**config.mk**
```make
export PLATFORM = sky130hd
export DESIGN_NAME = spi_sram_burst_controller
export DESIGN_NICKNAME = d
export VERILOG_FILES = /design/src/rtl/spi_sram_burst_controller.sv
export SDC_FILE = /design/constraint.sdc
export NUM_CORES = 1
export LEC_CHECK = 0
export ABC_AREA = 1
export BUFFER_PORTS_ARGS = -buffer_cell sky130_fd_sc_hd__clkbuf_2
export CAP_MARGIN = 20
export CORE_MARGIN = 8
export CORE_UTILIZATION = 60
export CTS_CLUSTER_DIAMETER = 100
export DETAILED_ROUTE_END_ITERATION = 10
export MAX_ROUTING_LAYER = met4
export PLACE_DENSITY = 0.9
export SKIP_LAST_GASP = 1
export SYNTH_ARGS = -nofsm -noshare
export SYNTH_HDL_FRONTEND = slang
export SYNTH_SLANG_ARGS = --single-unit
```
**constraint.sdc**
```tcl
create_clock -name clk_i -period 4.6 [get_ports clk_i]
set_input_delay 0.23 -clock clk_i [delete_from_list [all_inputs] [get_ports clk_i]]
set_output_delay 0.23 -clock clk_i [all_outputs]
set_load 0.02 [all_outputs]
```
**src/rtl/spi_sram_burst_controller.sv**
```systemverilog
// Wishbone-classic slave that runs each bus cycle as one SPI mode-0 burst
// (command, address, data bytes) against a sequential-mode serial SRAM.
module spi_sram_burst_controller #(
   parameter int ADDR_WIDTH = 24,
   parameter int DATA_BYTES = 1,
   parameter int NUM_CS     = 3,
   parameter int CLK_DIV    = 1
) (
   input  logic                    clk_i,
   input  logic                    rst_i,
   input  logic                    cyc_i,
   input  logic                    stb_i,
   input  logic [ADDR_WIDTH-1:0]   adr_i,
   input  logic                    we_i,
   input  logic [8*DATA_BYTES-1:0] dat_i,
   output logic                    ack_o,
   output logic                    err_o,
   output logic                    rty_o,
   output logic [8*DATA_BYTES-1:0] dat_o,
   input  logic [2:0]              cs_sel_i,
   output logic                    sck,
   output logic                    mosi,
   input  logic                    miso,
   output logic [NUM_CS-1:0]       cs_n
);
   localparam int DW         = 8 * DATA_BYTES;
   localparam int T          = 8 + ADDR_WIDTH + DW;
   localparam int BW         = $clog2(T);
   localparam int DATA_START = 8 + ADDR_WIDTH;

   typedef enum logic [1:0] {IDLE = 2'd0, SHIFT = 2'd1, DONE = 2'd2} state_t;

   state_t            state_r;
   logic [T-1:0]      shift_r;
   logic [DW-1:0]     rx_r;
   logic [BW-1:0]     bit_cnt_r;
   logic [7:0]        div_cnt_r;
   logic              setup_r;
   logic              we_r;
   logic [2:0]        cs_sel_r;
   logic [NUM_CS-1:0] cs_mask_s;
   logic              req_s;
   logic              sel_ok_s;

   // Byte 0 travels first on the wire, so one swap serves both load and capture.
   function automatic logic [DW-1:0] swap_bytes(input logic [DW-1:0] v);
      logic [DW-1:0] r;
      r = '0;
      for (int k = 0; k < DATA_BYTES; k++) begin
         r[8*k +: 8] = v[DW-8-8*k +: 8];
      end
      return r;
   endfunction

   assign rty_o    = 1'b0;
   assign req_s    = cyc_i & stb_i & ~ack_o & ~err_o;
   assign sel_ok_s = (cs_sel_i != 3'd0) && (cs_sel_i <= 3'(NUM_CS));

   // Active-low select pattern for the latched chip-select index
   always_comb begin
      cs_mask_s = '1;
      for (int i = 0; i < NUM_CS; i++) begin
         if (cs_sel_r == 3'(i + 1)) begin
            cs_mask_s[i] = 1'b0;
         end else begin
            cs_mask_s[i] = 1'b1;
         end
      end
   end

   // Transaction sequencer: bus handshake, SCK generation and bit shifting
   always_ff @(posedge clk_i or posedge rst_i) begin
      if (rst_i) begin
         state_r   <= IDLE;
         shift_r   <= '0;
         rx_r      <= '0;
         bit_cnt_r <= '0;
         div_cnt_r <= 8'd0;
         setup_r   <= 1'b0;
         we_r      <= 1'b0;
         cs_sel_r  <= 3'd0;
         ack_o     <= 1'b0;
         err_o     <= 1'b0;
         dat_o     <= '0;
         sck       <= 1'b0;
         mosi      <= 1'b0;
         cs_n      <= '1;
      end else begin
         ack_o <= 1'b0;
         err_o <= 1'b0;
         case (state_r)
            IDLE: begin
               if (req_s && sel_ok_s) begin
                  shift_r   <= {(we_i ? 8'h02 : 8'h03), adr_i, swap_bytes(dat_i)};
                  we_r      <= we_i;
                  cs_sel_r  <= cs_sel_i;
                  rx_r      <= '0;
                  bit_cnt_r <= '0;
                  div_cnt_r <= 8'd0;
                  setup_r   <= 1'b1;
                  state_r   <= SHIFT;
               end else if (req_s) begin
                  err_o <= 1'b1;
               end
            end
            SHIFT: begin
               if (!(cyc_i && stb_i)) begin
                  // Master gave up: release the bus without acknowledging.
                  cs_n    <= '1;
                  sck     <= 1'b0;
                  mosi    <= 1'b0;
                  setup_r <= 1'b0;
                  state_r <= IDLE;
               end else if (setup_r) begin
                  setup_r   <= 1'b0;
                  cs_n      <= cs_mask_s;
                  mosi      <= shift_r[T-1];
                  div_cnt_r <= 8'd0;
               end else if (div_cnt_r != 8'(CLK_DIV - 1)) begin
                  div_cnt_r <= div_cnt_r + 8'd1;
               end else begin
                  div_cnt_r <= 8'd0;
                  if (!sck) begin
                     sck <= 1'b1;
                     if (!we_r && (bit_cnt_r >= BW'(DATA_START))) begin
                        rx_r <= {rx_r[DW-2:0], miso};
                     end
                  end else begin
                     sck <= 1'b0;
                     if (bit_cnt_r == BW'(T - 1)) begin
                        cs_n    <= '1;
                        mosi    <= 1'b0;
                        ack_o   <= 1'b1;
                        state_r <= DONE;
                        if (!we_r) begin
                           dat_o <= swap_bytes(rx_r);
                        end
                     end else begin
                        bit_cnt_r <= bit_cnt_r + BW'(1);
                        mosi      <= shift_r[T-2];
                        shift_r   <= {shift_r[T-2:0], 1'b0};
                     end
                  end
               end
            end
            DONE: begin
               state_r <= IDLE;
            end
            default: begin
               state_r <= IDLE;
            end
         endcase
      end
   end
endmodule

```
Yosys cells after proc, flatten, opt, wreduce, memory -nomap -nowiden. Cells that the tools add are included.

$add $sub $neg: 2. Bitwise operators: 8. Reductions and logical operators: 19. Equal/unequal tests: 22. Magnitude comparators: 2. Mux-type cells: 61.

Operators by type and width (count): $mux 40 (6); $pmux 40 s2 (1); $mux 8 (9); $mux 6 (6); $pmux 8 s2 (2); $mux 1 (23); $reduce_and 7->1 (3); $ne 2x2->1 const B (10); $ne 3x3->1 const B (6); $mux 3 (5); $mux 2 (6); $pmux 6 s2 (1); $reduce_and 3->1 (3); $add 8x1->8 const B (1); $reduce_bool 8->1 (1); $add 6x1->6 const B (1); $eq 3x2->1 const B (2); $eq 6x6->1 const B (1); $ge 6x6->1 const B (1); $not 1->1 (5); $reduce_and 5->1 (1); $logic_and 1x1->1 (4); $pmux 2 s2 (1); $reduce_and 2->1 (2); 11 further kinds (13).

Bits of input ports: 41. Output and inout bits: 16. Register bits: 84. Logic and storage cells: 128.

Logic depth before layout (Yosys ltp).
Depth after elaboration: 8. Gate-level depth with buffers: 11. Mapped depth without buffers: 10.

Least setup slack after synthesis. No wires, ideal clock.

Path type: flip-flop to flip-flop. Start point: reg div_cnt_r[0]. End point: reg bit_cnt_r[0]. Data required time: 4.483 ns. Path slack: 3.083 ns. Buffers on the path: 1. Arrival: 1.401 ns. Cell stages (with the launch flop): 11. Period minus slack after synthesis: 1.517 ns. Setup time: 0.117 ns. Path through: dfrtp_1 -> inv_1 -> ha_1 -> nand3_1 -> nor2_4 -> nand2_2 -> nand2_8 -> nand2_8 -> buf_6 -> nand2_1 -> nand2_1.

Cells in the longest elaborated chain, start to end: 3.

RTL lines: start, declared (RTL line 37) `logic [7:0] div_cnt_r;`; start signal, assigned (RTL line 120) `div_cnt_r <= div_cnt_r + 8'd1;`; $reduce_bool 8->1 (RTL line 119) `end else if (div_cnt_r != 8'(CLK_DIV - 1)) begin`; $ne 2x2->1 (no source line); $reduce_and 7->1 (no source line); end signal, assigned (RTL line 139) `bit_cnt_r <= bit_cnt_r + BW'(1);`; end, declared (RTL line 36) `logic [BW-1:0] bit_cnt_r;`.

No other way between the ends. A chain may end at the register's enable or synchronous reset.

Worst setup path in the final report.
Start point: reg bit_cnt_r[0]. End point: reg shift_r[18].

Cells in the longest elaborated chain, start to end: 3.

RTL lines: $eq 6x6->1 (RTL line 130) `if (bit_cnt_r == BW'(T - 1)) begin`; $ne 2x2->1 (no source line); $reduce_and 7->1 (no source line); end signal, assigned (RTL line 94) `shift_r <= {(we_i ? 8'h02 : 8'h03), adr_i, swap_bytes(dat_i)};`; end signal, assigned (RTL line 141) `shift_r <= {shift_r[T-2:0], 1'b0};`; end, declared (RTL line 34) `logic [T-1:0] shift_r;`.

No other way between the ends.

==> qor.yml <==
first_pass_iters: 5
ys_types: 31
grt_max_degree: 48
cp-start-kind: "flip-flop"
final_util: 0.6828
switching_share: 0.2943
synthCells: 593
drt-initial-drc-count: 268
antenna_found_initial: 0
synth_top_cell_by_area: "dfrtp_1"
gp_congestion: 0.8386
power_per_cell_area_mw_per_mm2: 367.3
syn-num-nets: 638
synth_area_mm2: 0.004436
dieArea_mm2: 0.01040
pin_count: 57
postLayoutCellArea_mm2: 0.004926
die_w_um: 102.0
p_leak_nw: 2.653
synth.most_common_cell: "nand2_1"
timing.hold.ws_ps: 83.34
port-buffer-count: 55
synth_common_cells: "272 x nand2_1, 81 x dfrtp_1, 62 x nand3_1, 34 x inv_1, 34 x nor2_1"
required_ps: 4840
grt_pass1_vias: 3819
die_h_um: 102.0
cts_buffer_depth: 2
htreeDepth: 3
maxSlewViolCount: 0
setup_viol: 0
crit_path_max_fanout: 46
viasPerCell: 5.274
grt_pass1_wl_um: 16680
fin_worst_skew_ps: 9.917
cts_sinks: 84
drive_gt1_frac: 0.1589
core-area_mm2: 0.007214
crit_top_cell: "nand2_1"
crit_arrival_ps: 2330
status: "finished, final reports clean"
wl_um: 9674
post_cts_buffers: 0
synthFlopType: "dfrtp_1"
rrSetupSlack_ps: 2510
maxSlewHeadroom: 0.4917
vias: 3908
fmax_ghz: 0.4790
async_flop_share: 1.000
cp-end-kind: "flip-flop"
hold_path_class: "primary input to flip-flop"
clkPwrFrac: 0.336
synth_edf_count: 0
ant_nets: 0
p_int_mw: 1.277
critical_path.slowest_cell: "dfrtp_1"
hold_viol: 0
irDropWorstVdd_uv: 215.2
cp_slowest_stage_delay_ps: 440
diodes: 0
dpl_cell_area_mm2: 0.004681
area_delta_synth_final_pct: 11.06
synth_area_per_cell_um2: 7.480
wl_per_cell_um: 13.06
power.switching_uw: 532.4
finalCritPeriodShare: 0.4538
period_needed_ps: 2088
cts_buffers: 9
critPathKind: "flip-flop to flip-flop"
ys_warn_count: 0
pwr-share-comb: 0.160
fin_nets: 682
track_usage: 0.2058
setup_tns_ps: 0
synth_top_area_share: 0.4570
cts_tree: "yes"
seqPwrFrac: 0.504
tightestPinTransition_ps: 761.6
clock_latency_ps: 360
dp_hpwl_um: 6406
synth_area_leaders: "dfrtp_1 46%, nand2_1 23%, nand3_1 7.0%"
seq_area_frac_synth: 0.4748
drc: 0
path_cells: "ha_1 > nand2_1 > nor2_4 > nand2_2 > nand2_2 > inv_4 > nand2_8 > nand2_1 > nand2_1"
start_util: 0.6148
grt-ovfl-total: 0
clk_pin_slew_worst_paths_ps: 90
root_buffer: "clkbuf_8"
rsz0062_at_grt: "false"
synth-seq-cells: 84
cap_viol_max_count: 0
power_mw: 1.809
fp-row-count: 31
placed cells by master (no fill, tap or decap), types with 4 or more instances in the layout:
| master | netlist | routed |
|---|---|---|
| o21ai_1 | 10 | 10 |
| clkbuf_2 | 0 | 55 |
| dfrtp_1 | 81 | 81 |
| nor2_1 | 34 | 34 |
| nand3_1 | 62 | 62 |
| inv_1 | 34 | 33 |
| nor2_4 | 4 | 4 |
| nand2_2 | 8 | 8 |
| o21ai_0 | 21 | 21 |
| ha_1 | 4 | 4 |
| nand2_1 | 272 | 272 |
| clkbuf_8 | 0 | 11 |
| nand4_1 | 12 | 12 |
cell type report:
type	instances	area, µm²
multi-input cells	445	2007
fillers	609	2288
flip-flops and latches	84	2106
inverters	38	146.4
well taps	99	123.9
clock buffers	11	151.4
clock inverters	5	83.83
repair buffers	59	307.8
power groups by stage:
| stage | sequential, mW | clock, mW | combinational (mW) |
|---|---|---|---|
| 6_report | 0.912 | 0.608 | 0.290 |
| 5_1_grt | 0.925 | 0.650 | 0.332 |
| 4_1_cts | 0.910 | 0.616 | 0.293 |
| 3_5_place_dp | 0.924 | 0 | 0.288 |
| 3_3_place_gp | 0.920 | 0 | 0.276 |
| 2_1_floorplan | 0.925 | 0 | 0.209 |
final timing paths:
check,startpoint,endpoint,depth (start not counted)
max,bit_cnt_r[0],shift_r[18],9
min in group asynchronous,rst_i,shift_r[12],3
max in group asynchronous,rst_i,cs_n[2],4
min reg2reg,cs_n[2],cs_n[2],2
min,dat_i[0],shift_r[0],3
max reg2reg,bit_cnt_r[0],shift_r[18],9
state kept, by name, summed over array words and instances (netlist names):
signal	flops
state_r	2
cs_n	3
ack_o	1
err_o	1
div_cnt_r	8
setup_r	1
shift_r	40
bit_cnt_r	6
mosi	1
rx_r	8
dat_o	8
cs_sel_r	3
sck	1
we_r	1
critical path: cells and delay by family, from the launching register on:
family	cells	cell delay, ps
flip-flops	1	440
AND/OR/NAND/NOR	7	930
adder cells (fa/ha/maj)	1	230
buffers and inverters	1	350
routing by layer:
layer / routed length, µm / global-route usage
met1: 4133 / 0.2298
met5: 0 / -
met3: 463 / 0.05041
met4: 206 / 0.08578
met2: 4870 / 0.3448
metrics by stage:
step	worst slack [ps]	std cells
finish	2512	741
global route	2404	741
CTS	2554	741
detailed placement	2585	724
global placement	2671	724
floorplan	2210	593
what timing repair did:
item,4_1_cts,5_1_grt
gates resized for setup,0,0
endpoints found under the hold margin,44,0
hold buffers,1,0
endpoints found under the setup margin,0,0
kinds of logic after synthesis:
| logic type | after synthesis | share of synthesized area |
|---|---|---|
| compound gates | 36 | 0.04429 |
| xor+xnor | 3 | 0.005925 |
| fa+ha+maj | 4 | 0.01128 |
| buf+inv | 64 | 0.07278 |
| flops | 84 | 0.4748 |
| other cells | 1 | 0.0008455 |
| simple gates | 401 | 0.3901 |
Note: power is estimated with default switching activity, not from simulation.
